File: src/rtl/traffic_phase_sequencer.sv
// rtl/traffic_phase_sequencer.sv - two-approach traffic-light phase sequencer with ped service and night flash
module traffic_phase_sequencer #(
   parameter int TICK_DIV = 25_000_000,
   parameter int GREEN_T  = 10,
   parameter int YELLOW_T = 3,
   parameter int ALLRED_T = 1,
   parameter int WALK_T   = 5,
   parameter int PED_MIN  = 3
) (
   input  logic       clk,
   input  logic       rst_n,
   input  logic       ped_req,
   input  logic       night_mode,
   output logic [2:0] ns_lamp,
   output logic [2:0] ew_lamp,
   output logic       ped_walk,
   output logic [2:0] phase,
   output logic [3:0] sec_left
);

   localparam int CW = $clog2(TICK_DIV);

   typedef enum logic [2:0] {
      NS_GREEN  = 3'd0,
      NS_YELLOW = 3'd1,
      ALL_RED_1 = 3'd2,
      EW_GREEN  = 3'd3,
      EW_YELLOW = 3'd4,
      ALL_RED_2 = 3'd5,
      FLASH     = 3'd6
   } phase_e;

   localparam logic [2:0] LAMP_R   = 3'b100;
   localparam logic [2:0] LAMP_Y   = 3'b010;
   localparam logic [2:0] LAMP_G   = 3'b001;

   logic [CW-1:0] cnt_q;
   logic          tick;
   phase_e        phase_q, phase_d;
   logic [3:0]    sec_q, sec_d;
   logic          ped_q, ped_d;
   logic          walk_q, walk_d;
   logic          flash_q, flash_d;

   function automatic phase_e next_phase(input phase_e p);
      case (p)
         ALL_RED_2: next_phase = NS_GREEN;
         NS_GREEN:  next_phase = NS_YELLOW;
         NS_YELLOW: next_phase = ALL_RED_1;
         ALL_RED_1: next_phase = EW_GREEN;
         EW_GREEN:  next_phase = EW_YELLOW;
         default:   next_phase = ALL_RED_2;
      endcase
   endfunction

   function automatic logic [3:0] duration(input phase_e p);
      case (p)
         NS_GREEN, EW_GREEN:   duration = 4'(GREEN_T);
         NS_YELLOW, EW_YELLOW: duration = 4'(YELLOW_T);
         default:              duration = 4'(ALLRED_T);
      endcase
   endfunction

   assign tick = (cnt_q == CW'(TICK_DIV - 1));

   // Free-running tick prescaler; restarted only when leaving night flash
   always_ff @(posedge clk or negedge rst_n) begin
      if (!rst_n) begin
         cnt_q <= '0;
      end else if ((phase_q == FLASH && !night_mode) || tick) begin
         cnt_q <= '0;
      end else begin
         cnt_q <= cnt_q + CW'(1);
      end
   end

   // Phase, countdown, pedestrian latch, walk flag and flash phase registers
   always_ff @(posedge clk or negedge rst_n) begin
      if (!rst_n) begin
         phase_q <= ALL_RED_2;
         sec_q   <= 4'(ALLRED_T);
         ped_q   <= 1'b0;
         walk_q  <= 1'b0;
         flash_q <= 1'b0;
      end else begin
         phase_q <= phase_d;
         sec_q   <= sec_d;
         ped_q   <= ped_d;
         walk_q  <= walk_d;
         flash_q <= flash_d;
      end
   end

   // Next-state: night override, flash exit, timer advance, then green truncation
   always_comb begin
      phase_d = phase_q;
      sec_d   = sec_q;
      ped_d   = ped_q | ped_req;
      walk_d  = walk_q;
      flash_d = flash_q;
      if (night_mode) begin
         phase_d = FLASH;
         sec_d   = 4'd0;
         ped_d   = 1'b0;
         walk_d  = 1'b0;
         if (phase_q != FLASH) begin
            flash_d = 1'b0;
         end else if (tick) begin
            flash_d = ~flash_q;
         end
      end else if (phase_q == FLASH) begin
         phase_d = ALL_RED_2;
         sec_d   = 4'(ALLRED_T);
         ped_d   = 1'b0;
         walk_d  = 1'b0;
         flash_d = 1'b0;
      end else if (tick) begin
         if (sec_q > 4'd1) begin
            sec_d = sec_q - 4'd1;
         end else begin
            phase_d = next_phase(phase_q);
            walk_d  = 1'b0;
            sec_d   = duration(next_phase(phase_q));
            if (next_phase(phase_q) == ALL_RED_1 || next_phase(phase_q) == ALL_RED_2) begin
               // Entering all-red consumes the pending request; clear beats a same-cycle set
               ped_d  = 1'b0;
               walk_d = ped_q;
               if (ped_q) begin
                  sec_d = 4'(WALK_T);
               end
            end
         end
      end else if ((phase_q == NS_GREEN || phase_q == EW_GREEN) && ped_q &&
                   (sec_q > 4'(PED_MIN))) begin
         sec_d = 4'(PED_MIN);
      end
   end

   // Moore lamp and status decode from registered state
   always_comb begin
      ns_lamp  = LAMP_R;
      ew_lamp  = LAMP_R;
      ped_walk = walk_q;
      phase    = phase_q;
      sec_left = sec_q;
      case (phase_q)
         NS_GREEN:  ns_lamp = LAMP_G;
         NS_YELLOW: ns_lamp = LAMP_Y;
         EW_GREEN:  ew_lamp = LAMP_G;
         EW_YELLOW: ew_lamp = LAMP_Y;
         FLASH: begin
            ns_lamp  = {1'b0, flash_q, 1'b0};
            ew_lamp  = {flash_q, 2'b00};
            ped_walk = 1'b0;
         end
         default: ;
      endcase
   end

endmodule
File: config.mk
export PLATFORM = sky130hd
export DESIGN_NAME = traffic_phase_sequencer
export DESIGN_NICKNAME = d
export VERILOG_FILES = /design/src/rtl/traffic_phase_sequencer.sv
export SDC_FILE = /design/constraint.sdc
export NUM_CORES = 1
export LEC_CHECK = 0
export CORE_MARGIN = 10
export CORE_UTILIZATION = 40
export DETAILED_ROUTE_END_ITERATION = 16
export MAX_ROUTING_LAYER = met4
export PLACE_DENSITY = 0.61
export SYNTH_ARGS = -nofsm -noshare
export SYNTH_HDL_FRONTEND = slang
export SYNTH_SLANG_ARGS = --single-unit
File: constraint.sdc
create_clock -name clk -period 1.9 [get_ports clk]
set_input_delay 0.19 -clock clk [delete_from_list [all_inputs] [get_ports clk]]
set_output_delay 0.19 -clock clk [all_outputs]
set_load 0.005 [all_outputs]
==> impl_metrics.sql, run 1 <==
INSERT INTO impl_metrics (metric_group, metric, value, unit) VALUES
('yosys', 'count_of_different_cell_masters_after_synthesis', '47', ''),
('hold_path', 'timing.hold.worst.class', 'in -> async', ''),
('global_routing', 'grt-ovfl-total', '0', ''),
('critical_path', 'timing.critical_path.required', '2.07', 'ns'),
('route', 'vias_per_cell', '5.13', ''),
('route', 'post_route_antenna_net_violation_count', '0', ''),
('floorplan', 'placement_rows', '26', ''),
('run_status', 'run_status', 'completed', ''),
('pwr', 'worst_ir_drop_vdd', '509', 'uV'),
('route', 'drt-initial-drc-count', '53', ''),
('clocking', 'cts_tree', 'yes', ''),
('yosys', 'yosys_warnings', '0', ''),
('finish', 'final_non_filler_cell_total', '351', ''),
('clocking', 'number_of_buffers_created_by_cts', '5', ''),
('clocking', 'cts_htree_levels', '2', ''),
('global_routing', 'grtUsageTotal', '12.2', '%'),
('placement', 'gpl.final_weighted_congestion', '0.877', ''),
('global_routing', 'first_pass_grt_wire_length', '8460', 'um'),
('clocking', 'ctsLongestPathBuffers', '2', ''),
('yosys', 'async_flop_share', '100', '%'),
('yosys', 'ys_seq_area_share', '42.8', '%'),
('critical_path', 'criticalPathCategory', 'reg -> reg', ''),
('timing', 'maxClockFrequency', '0.543', 'GHz'),
('placement', 'place_hpwl', '3490', 'um'),
('timing', 'timing.final.max_slew_violations', '0', ''),
('critical_path', 'critical_path_peak_fanout', '6', ''),
('route', 'drc_errors', '0', ''),
('floorplan', 'io-pin-count', '18', ''),
('critical_path', 'crit_path_max_incr_delay', '0.58', 'ns'),
('clocking', 'cts.clk_slew.worst_paths', '0.07', 'ns'),
('timing', 'maxSlewHeadroom', '69.7', '%'),
('finish', 'layout.cell_area.non_filler', '0.00270', 'mm^2'),
('timing', 'finalCritPeriodShare', '96.9', '%'),
('floorplan', 'die-width', '91.7', 'um'),
('critical_path', 'critical-path-slowest-cell', 'dfstp_2', ''),
('timing', 'timing_worst_slew_pin_value', '0.455', 'ns'),
('floorplan', 'core-area', '0.00504', 'mm^2'),
('pwr', 'power.density', '662', 'mW/mm^2'),
('yosys', 'synth_ff_type', 'dfrtp_1', ''),
('timing', 'timing.hold.ws', '0.323', 'ns'),
('route', 'wl_per_cell', '13.8', 'um'),
('critical_path', 'path_common_cell', 'buf_4', ''),
('floorplan', 'fp.dieH', '91.7', 'um'),
('critical_path', 'endpoint_kind', 'flip-flop', ''),
('clocking', 'clk-insertion-delay-late', '0.28', 'ns'),
('yosys', 'synth.ff_latch_count', '35', ''),
('route', 'wirelength', '4850', 'um'),
('floorplan', 'dieArea', '0.00841', 'mm^2'),
('clocking', 'hold_buffers', '0', ''),
('critical_path', 'timing.reg2reg.setup_slack', '0.06', 'ns'),
('critical_path', 'worst_r2r_endpoint', 'sec_left[3]', ''),
('timing', 'hold_viol_final', '0', ''),
('finish', 'antenna_cells_inserted', '0', ''),
('route', 'drt_pass1_iterations', '4', ''),
('floorplan', 'start_util', '40.8', '%'),
('run', 'drv_cap', '0', ''),
('pwr', 'cellLeakagePower', '1.21', 'nW'),
('yosys', 'post_synth_instance_area', '0.00206', 'mm^2'),
('route', 'dr_total_vias', '1801', ''),
('yosys', 'post_syn_nets', '239', ''),
('timing', 'rsz0062_at_grt', 'true', ''),
('critical_path', 'worst_r2r_path_depth', '7', ''),
('finish', 'n_fill_cell', '468', ''),
('finish', 'final_layout_size_suffix_gt1_share', '22.4', '%'),
('critical_path', 'cp_cell_sequence', 'buf_4 -> buf_4 -> nor2_1 -> a211oi_1 -> o211ai_1 -> a41oi_1 -> a21oi_1', ''),
('global_routing', 'first_global_vias', '1846', ''),
('yosys', 'post_synth_inst_count', '232', ''),
('critical_path', 'worst-endpoint-arrival', '2.01', 'ns'),
('clocking', 'cts_root_buffer', 'clkbuf_8', ''),
('placement', 'placed_area', '0.00247', 'mm^2'),
('finish', 'finalNetCount', '287', ''),
('global_routing', 'grt_antenna_before_repair', '0', ''),
('clocking', 'clkSinkCount', '35', ''),
('critical_path', 'crit-reg2reg-launch', 'phase[0]', ''),
('yosys', 'synth_enable_flop_cells', '0', ''),
('placement', 'post-place-cells', '334', ''),
('critical_path', 'critical_path.startpoint_type', 'flip-flop', ''),
('timing', 'report.final.setup_viol', '0', ''),
('timing', 'setup_tns_final', '0', 'ns'),
('yosys', 'synthesis.area_per_instance', '8.86', 'um^2'),
('timing', 'period_needed', '1.84', 'ns'),
('finish', 'flow.area_growth_from_synthesis', '31.3', '%'),
('timing', 'clock-skew-final', '0.00345', 'ns'),
('global_routing', 'grt_start_max_net_pins', '36', ''),
('placement', 'port-buffer-count', '17', '');
logic make-up (layout without fill, tap and decap cells):
logic type | Yosys count | after routing | synth area share [%]
flip-flops | 35 | 35 | 42.8
multiplexers | 2 | 2 | 0.974
buffers and inverters | 24 | 73 | 5.23
AND/OR/NAND/NOR | 114 | 114 | 28.6
adder cells (fa/ha/maj) | 3 | 3 | 1.83
AO/OA/AOI/OAI | 29 | 29 | 9.92
XOR/XNOR | 25 | 25 | 10.7
critical path: cells and delay by family (launching register included):
family / cells / cell delay [ns]
AO/OA/AOI/OAI: 4 / 0.87
buffers and inverters: 2 / 0.24
flip-flops: 1 / 0.58
AND/OR/NAND/NOR: 1 / 0.05
registers in the layout, indices dropped and copies added (netlist names):
| signal | flops |
|---|---|
| cnt_q | 25 |
| flash_q | 1 |
| ped_q | 1 |
| phase | 3 |
| sec_left | 4 |
| walk_q | 1 |
final cells by class:
class | count | area (um^2) | area share, %
multi-input cells | 173 | 1120 | 41.4
flip-flops and latches | 35 | 881 | 32.6
repair buffers | 53 | 463 | 17.2
clock buffers | 7 | 96.3 | 3.57
well taps | 70 | 87.6 | 3.25
inverters | 12 | 45.0 | 1.67
clock inverters | 1 | 7.51 | 0.278
routing by layer:
layer / wire, um / part of all wire, % / vias to the layer above / global-route usage [%]
li1: - / - / 901 / -
met1: 2210 / 46 / 866 / 13.7
met2: 2360 / 49 / 26 / 20.4
met3: 217 / 4.5 / 8 / 3.10
met4: 61 / 1.3 / 0 / 4.63
met5: 0 / 0 / - / -
how the worst max path moves through the flow:
stage / to / from / cells after the start / slack [ns]
6_report: sec_left[3] / phase[0] / 7 / 0.06
3_3_place_gp: phase[2] / sec_left[0] / 6 / 0.13
5_1_grt: phase[1] / cnt_q[9] / 5 / -0.05
2_1_floorplan: phase[2] / cnt_q[11] / 6 / 0.14
3_5_place_dp: phase[2] / cnt_q[4] / 6 / 0.09
4_1_cts: ew_lamp[1] / phase[2] / 4 / 0.02
where the power goes:
group | switching, mW | internal, mW
sequential | 0.0388 | 0.796
combinational | 0.178 | 0.183
clock | 0.261 | 0.330
synthesized netlist by cell type (2+ instances only):
master	number	area, um^2
a211oi_1	2	15.0
nand4_1	6	37.5
ha_1	3	37.5
o21ai_0	4	20.0
dfstp_2	3	78.8
nand2_1	12	45.0
nor4b_1	2	17.5
clkbuf_1	5	18.8
mux2i_1	2	20.0
dfrtp_1	32	801
buf_1	2	7.51
nand2b_1	5	31.3
buf_4	2	15.0
o41ai_1	2	17.5
a21o_1	2	15.0
nor4_1	7	43.8
xor2_1	5	43.8
nor3_1	14	70.1
xnor2_1	20	175
and3_1	2	12.5
and4_1	3	26.3
buf_2	2	10.0
inv_1	12	45.0
a21oi_1	7	35.0
nor2_1	45	169
nand3_1	10	50.1
repair_timing:
item	CTS	global route
gates resized for setup	9	12
endpoints found under the setup margin	6	12
cloned	0	0
pin swaps	0	2
buffers inserted	5	4
per-stage QoR:
step                total power [mW]  utilization (%)  worst slack [ns]
floorplan                       1.02                -             0.137
global placement                1.19             48.9             0.128
detailed placement              1.19             48.9            0.0854
CTS                             1.80             52.0            0.0228
global route                    1.89             53.5           -0.0457
finish                          1.79             53.5            0.0592
placed cells by master (no fill, tap or decap), types with 3 or more instances in the layout:
| cell type | Yosys | layout |
|---|---|---|
| clkdlybuf4s50_1 | 0 | 10 |
| dlygate4sd2_1 | 0 | 3 |
| nand2_1 | 12 | 12 |
| ha_1 | 3 | 3 |
| buf_4 | 2 | 34 |
| clkbuf_8 | 0 | 7 |
| nor4_1 | 7 | 5 |
| dfstp_2 | 3 | 3 |
| inv_1 | 12 | 11 |
| nand2b_1 | 5 | 4 |
| nor3_1 | 14 | 13 |
| a21oi_1 | 7 | 7 |
| nand3_1 | 10 | 10 |
| nand4_1 | 6 | 6 |
| nor2_1 | 45 | 45 |
| xor2_1 | 5 | 5 |
| dfrtp_1 | 32 | 31 |
| o21ai_0 | 4 | 3 |
| xnor2_1 | 20 | 20 |
| dlymetal6s2s_1 | 0 | 4 |
(Power assumes the default switching activity.)
==> run 2, diff against run 1 <==
CTS_CLUSTER_DIAMETER = 120   (was default)
==> results of run 2 <==
Same layout as run 1: the final DEF is identical, and so are final timing and power.
==> run 3, diff against run 2 <==
TNS_END_PERCENT = 5   (was default)
==> impl_metrics.sql, run 3 (same netlist as run 1, synthesis figures left out) <==
INSERT INTO impl_metrics (metric_group, metric, value, unit) VALUES
('floorplan', 'io-pin-count', '18', ''),
('floorplan', 'die-width', '91.7', 'um'),
('placement', 'place_hpwl', '3490', 'um'),
('timing', 'rsz0062_at_grt', 'true', ''),
('critical_path', 'cp_top_family', 'compound AO/OA/AOI/OAI gates', ''),
('global_routing', 'grtUsageTotal', '12.1', '%'),
('finish', 'final_layout_size_suffix_gt1_share', '21.4', '%'),
('finish', 'largest_register', 'cnt_q', ''),
('timing', 'finalCritPeriodShare', '97.2', '%'),
('clocking', 'cts.clk_slew.worst_paths', '0.07', 'ns'),
('floorplan', 'dieArea', '0.00841', 'mm^2'),
('hold_path', 'timing.hold.worst.class', 'in -> async', ''),
('global_routing', 'grt_antenna_before_repair', '0', ''),
('route', 'drc_errors', '0', ''),
('floorplan', 'placement_rows', '26', ''),
('critical_path', 'timing.critical_path.required', '2.07', 'ns'),
('finish', 'final_cell_mix', 'nor2_1 (45), dfrtp_1 (31), buf_4 (28)', ''),
('critical_path', 'path_common_cell', 'buf_4', ''),
('clocking', 'ctsLongestPathBuffers', '2', ''),
('placement', 'gpl.final_weighted_congestion', '0.877', ''),
('critical_path', 'timing.reg2reg.setup_slack', '0.05', 'ns'),
('critical_path', 'crit-reg2reg-launch', 'phase[0]', ''),
('finish', 'n_fill_cell', '468', ''),
('global_routing', 'grt-ovfl-total', '0', ''),
('finish', 'largest_register_ff_count', '25', ''),
('critical_path', 'critical_path.startpoint_type', 'flip-flop', ''),
('clocking', 'clkSinkCount', '35', ''),
('pwr', 'power', '1.78', 'mW'),
('route', 'drt_pass1_iterations', '4', ''),
('route', 'wl_per_cell', '13.9', 'um'),
('timing', 'report.final.setup_viol', '0', ''),
('global_routing', 'grt_start_max_net_pins', '36', ''),
('clocking', 'cts_root_buffer', 'clkbuf_8', ''),
('clocking', 'clk-insertion-delay-late', '0.28', 'ns'),
('critical_path', 'worst_r2r_endpoint', 'sec_left[3]', ''),
('timing', 'timing.final.max_slew_violations', '0', ''),
('timing', 'timing.hold.ws', '0.324', 'ns'),
('finish', 'finalNetCount', '282', ''),
('critical_path', 'critical_path_peak_fanout', '6', ''),
('floorplan', 'start_util', '40.8', '%'),
('finish', 'mostFrequentLayoutCell', 'nor2_1', ''),
('timing', 'hold_viol_final', '0', ''),
('run', 'drv_cap', '0', ''),
('timing', 'maxSlewHeadroom', '69.2', '%'),
('timing', 'worst_slack', '0.0532', 'ns'),
('route', 'drt-initial-drc-count', '35', ''),
('timing', 'period_needed', '1.85', 'ns'),
('timing', 'setup_tns_final', '0', 'ns'),
('timing', 'timing_worst_slew_pin_value', '0.459', 'ns'),
('finish', 'antenna_cells_inserted', '0', ''),
('critical_path', 'worst-endpoint-arrival', '2.01', 'ns'),
('clocking', 'cts_tree', 'yes', ''),
('finish', 'layout.cell_area.non_filler', '0.00267', 'mm^2'),
('critical_path', 'endpoint_kind', 'flip-flop', ''),
('run_status', 'run_status', 'completed', ''),
('floorplan', 'core-area', '0.00504', 'mm^2'),
('critical_path', 'crit_path_max_incr_delay', '0.58', 'ns'),
('global_routing', 'first_global_vias', '1840', ''),
('route', 'dr_total_vias', '1805', ''),
('clocking', 'hold_buffers', '0', ''),
('finish', 'multiInputGateArea', '0.00113', 'mm^2'),
('critical_path', 'criticalPathCategory', 'reg -> reg', ''),
('route', 'wirelength', '4820', 'um'),
('pwr', 'power.density', '668', 'mW/mm^2'),
('timing', 'maxClockFrequency', '0.541', 'GHz'),
('placement', 'port-buffer-count', '17', ''),
('global_routing', 'first_pass_grt_wire_length', '8420', 'um'),
('pwr', 'cellLeakagePower', '1.15', 'nW'),
('route', 'post_route_antenna_net_violation_count', '0', ''),
('critical_path', 'cp_cell_sequence', 'buf_4 -> buf_4 -> nor2_1 -> a211oi_1 -> o211ai_1 -> a41oi_1 -> a21oi_1', ''),
('floorplan', 'fp.dieH', '91.7', 'um'),
('route', 'vias_per_cell', '5.22', ''),
('finish', 'flow.area_growth_from_synthesis', '29.7', '%'),
('clocking', 'cts_htree_levels', '2', ''),
('critical_path', 'critical-path-slowest-cell', 'dfstp_2', ''),
('clocking', 'number_of_buffers_created_by_cts', '5', ''),
('critical_path', 'worst_r2r_path_depth', '7', ''),
('pwr', 'worst_ir_drop_vdd', '511', 'uV'),
('timing', 'clock-skew-final', '0.00329', 'ns'),
('placement', 'placed_area', '0.00247', 'mm^2'),
('critical_path', 'cp_num_buf_inv', '2', ''),
('placement', 'pre_cts_slack', '0.0854', 'ns'),
('finish', 'sequential_area', '881', 'um^2');
==> run 3: final cells by class <==
type,instances,area share [%]
timing repair buffer,48,15.9
tap,70,3.28
inverter,12,1.69
multi-input combinational,173,42.2
clock buffer,7,3.61
clock inverter,1,0.282
sequential,35,33.0
==> run 3: where the power goes <==
group | internal (mW) | switching [mW] | total, mW
registers | 0.796 | 0.0390 | 0.835
logic | 0.181 | 0.178 | 0.359
clock network | 0.330 | 0.258 | 0.588
total | 1.31 | 0.476 | 1.78
==> run 3: worst register-to-register path, cell delays in order, from the launching register on <==
cell and delay [ns]:
dfstp_2 0.58, buf_4 0.13, buf_4 0.11, nor2_1 0.06, a211oi_1 0.42, o211ai_1 0.16, a41oi_1 0.23, a21oi_1 0.06
==> run 3: worst max-delay path by stage <==
stage / start / end / cells after the start
2_1_floorplan: cnt_q[11] / phase[2] / 6
3_3_place_gp: sec_left[0] / phase[2] / 6
3_5_place_dp: cnt_q[4] / phase[2] / 6
4_1_cts: phase[2] / ew_lamp[1] / 4
5_1_grt: cnt_q[9] / phase[1] / 5
6_report: phase[0] / sec_left[3] / 7
==> run 3: layer usage <==
metal / GRT usage, % / part of all wire (%)
met4: 4.63 / 1.1
met2: 20.3 / 49
met5: - / 0
met3: 3.10 / 5.0
met1: 13.6 / 45
==> run 3: what timing repair did <==
action | 4_1_cts | 5_1_grt
endpoints found under the setup margin | 6 | 11
gates resized for setup | 10 | 13
pin swaps | 0 | 2
setup buffers | 4 | 0
==> run 3: through the flow <==
step	std cells	utilization, %
2_1_floorplan	232	-
3_5_place_dp	334	48.9
3_3_place_gp	334	48.9
6_report	346	52.9
4_1_cts	346	51.8
5_1_grt	346	52.9
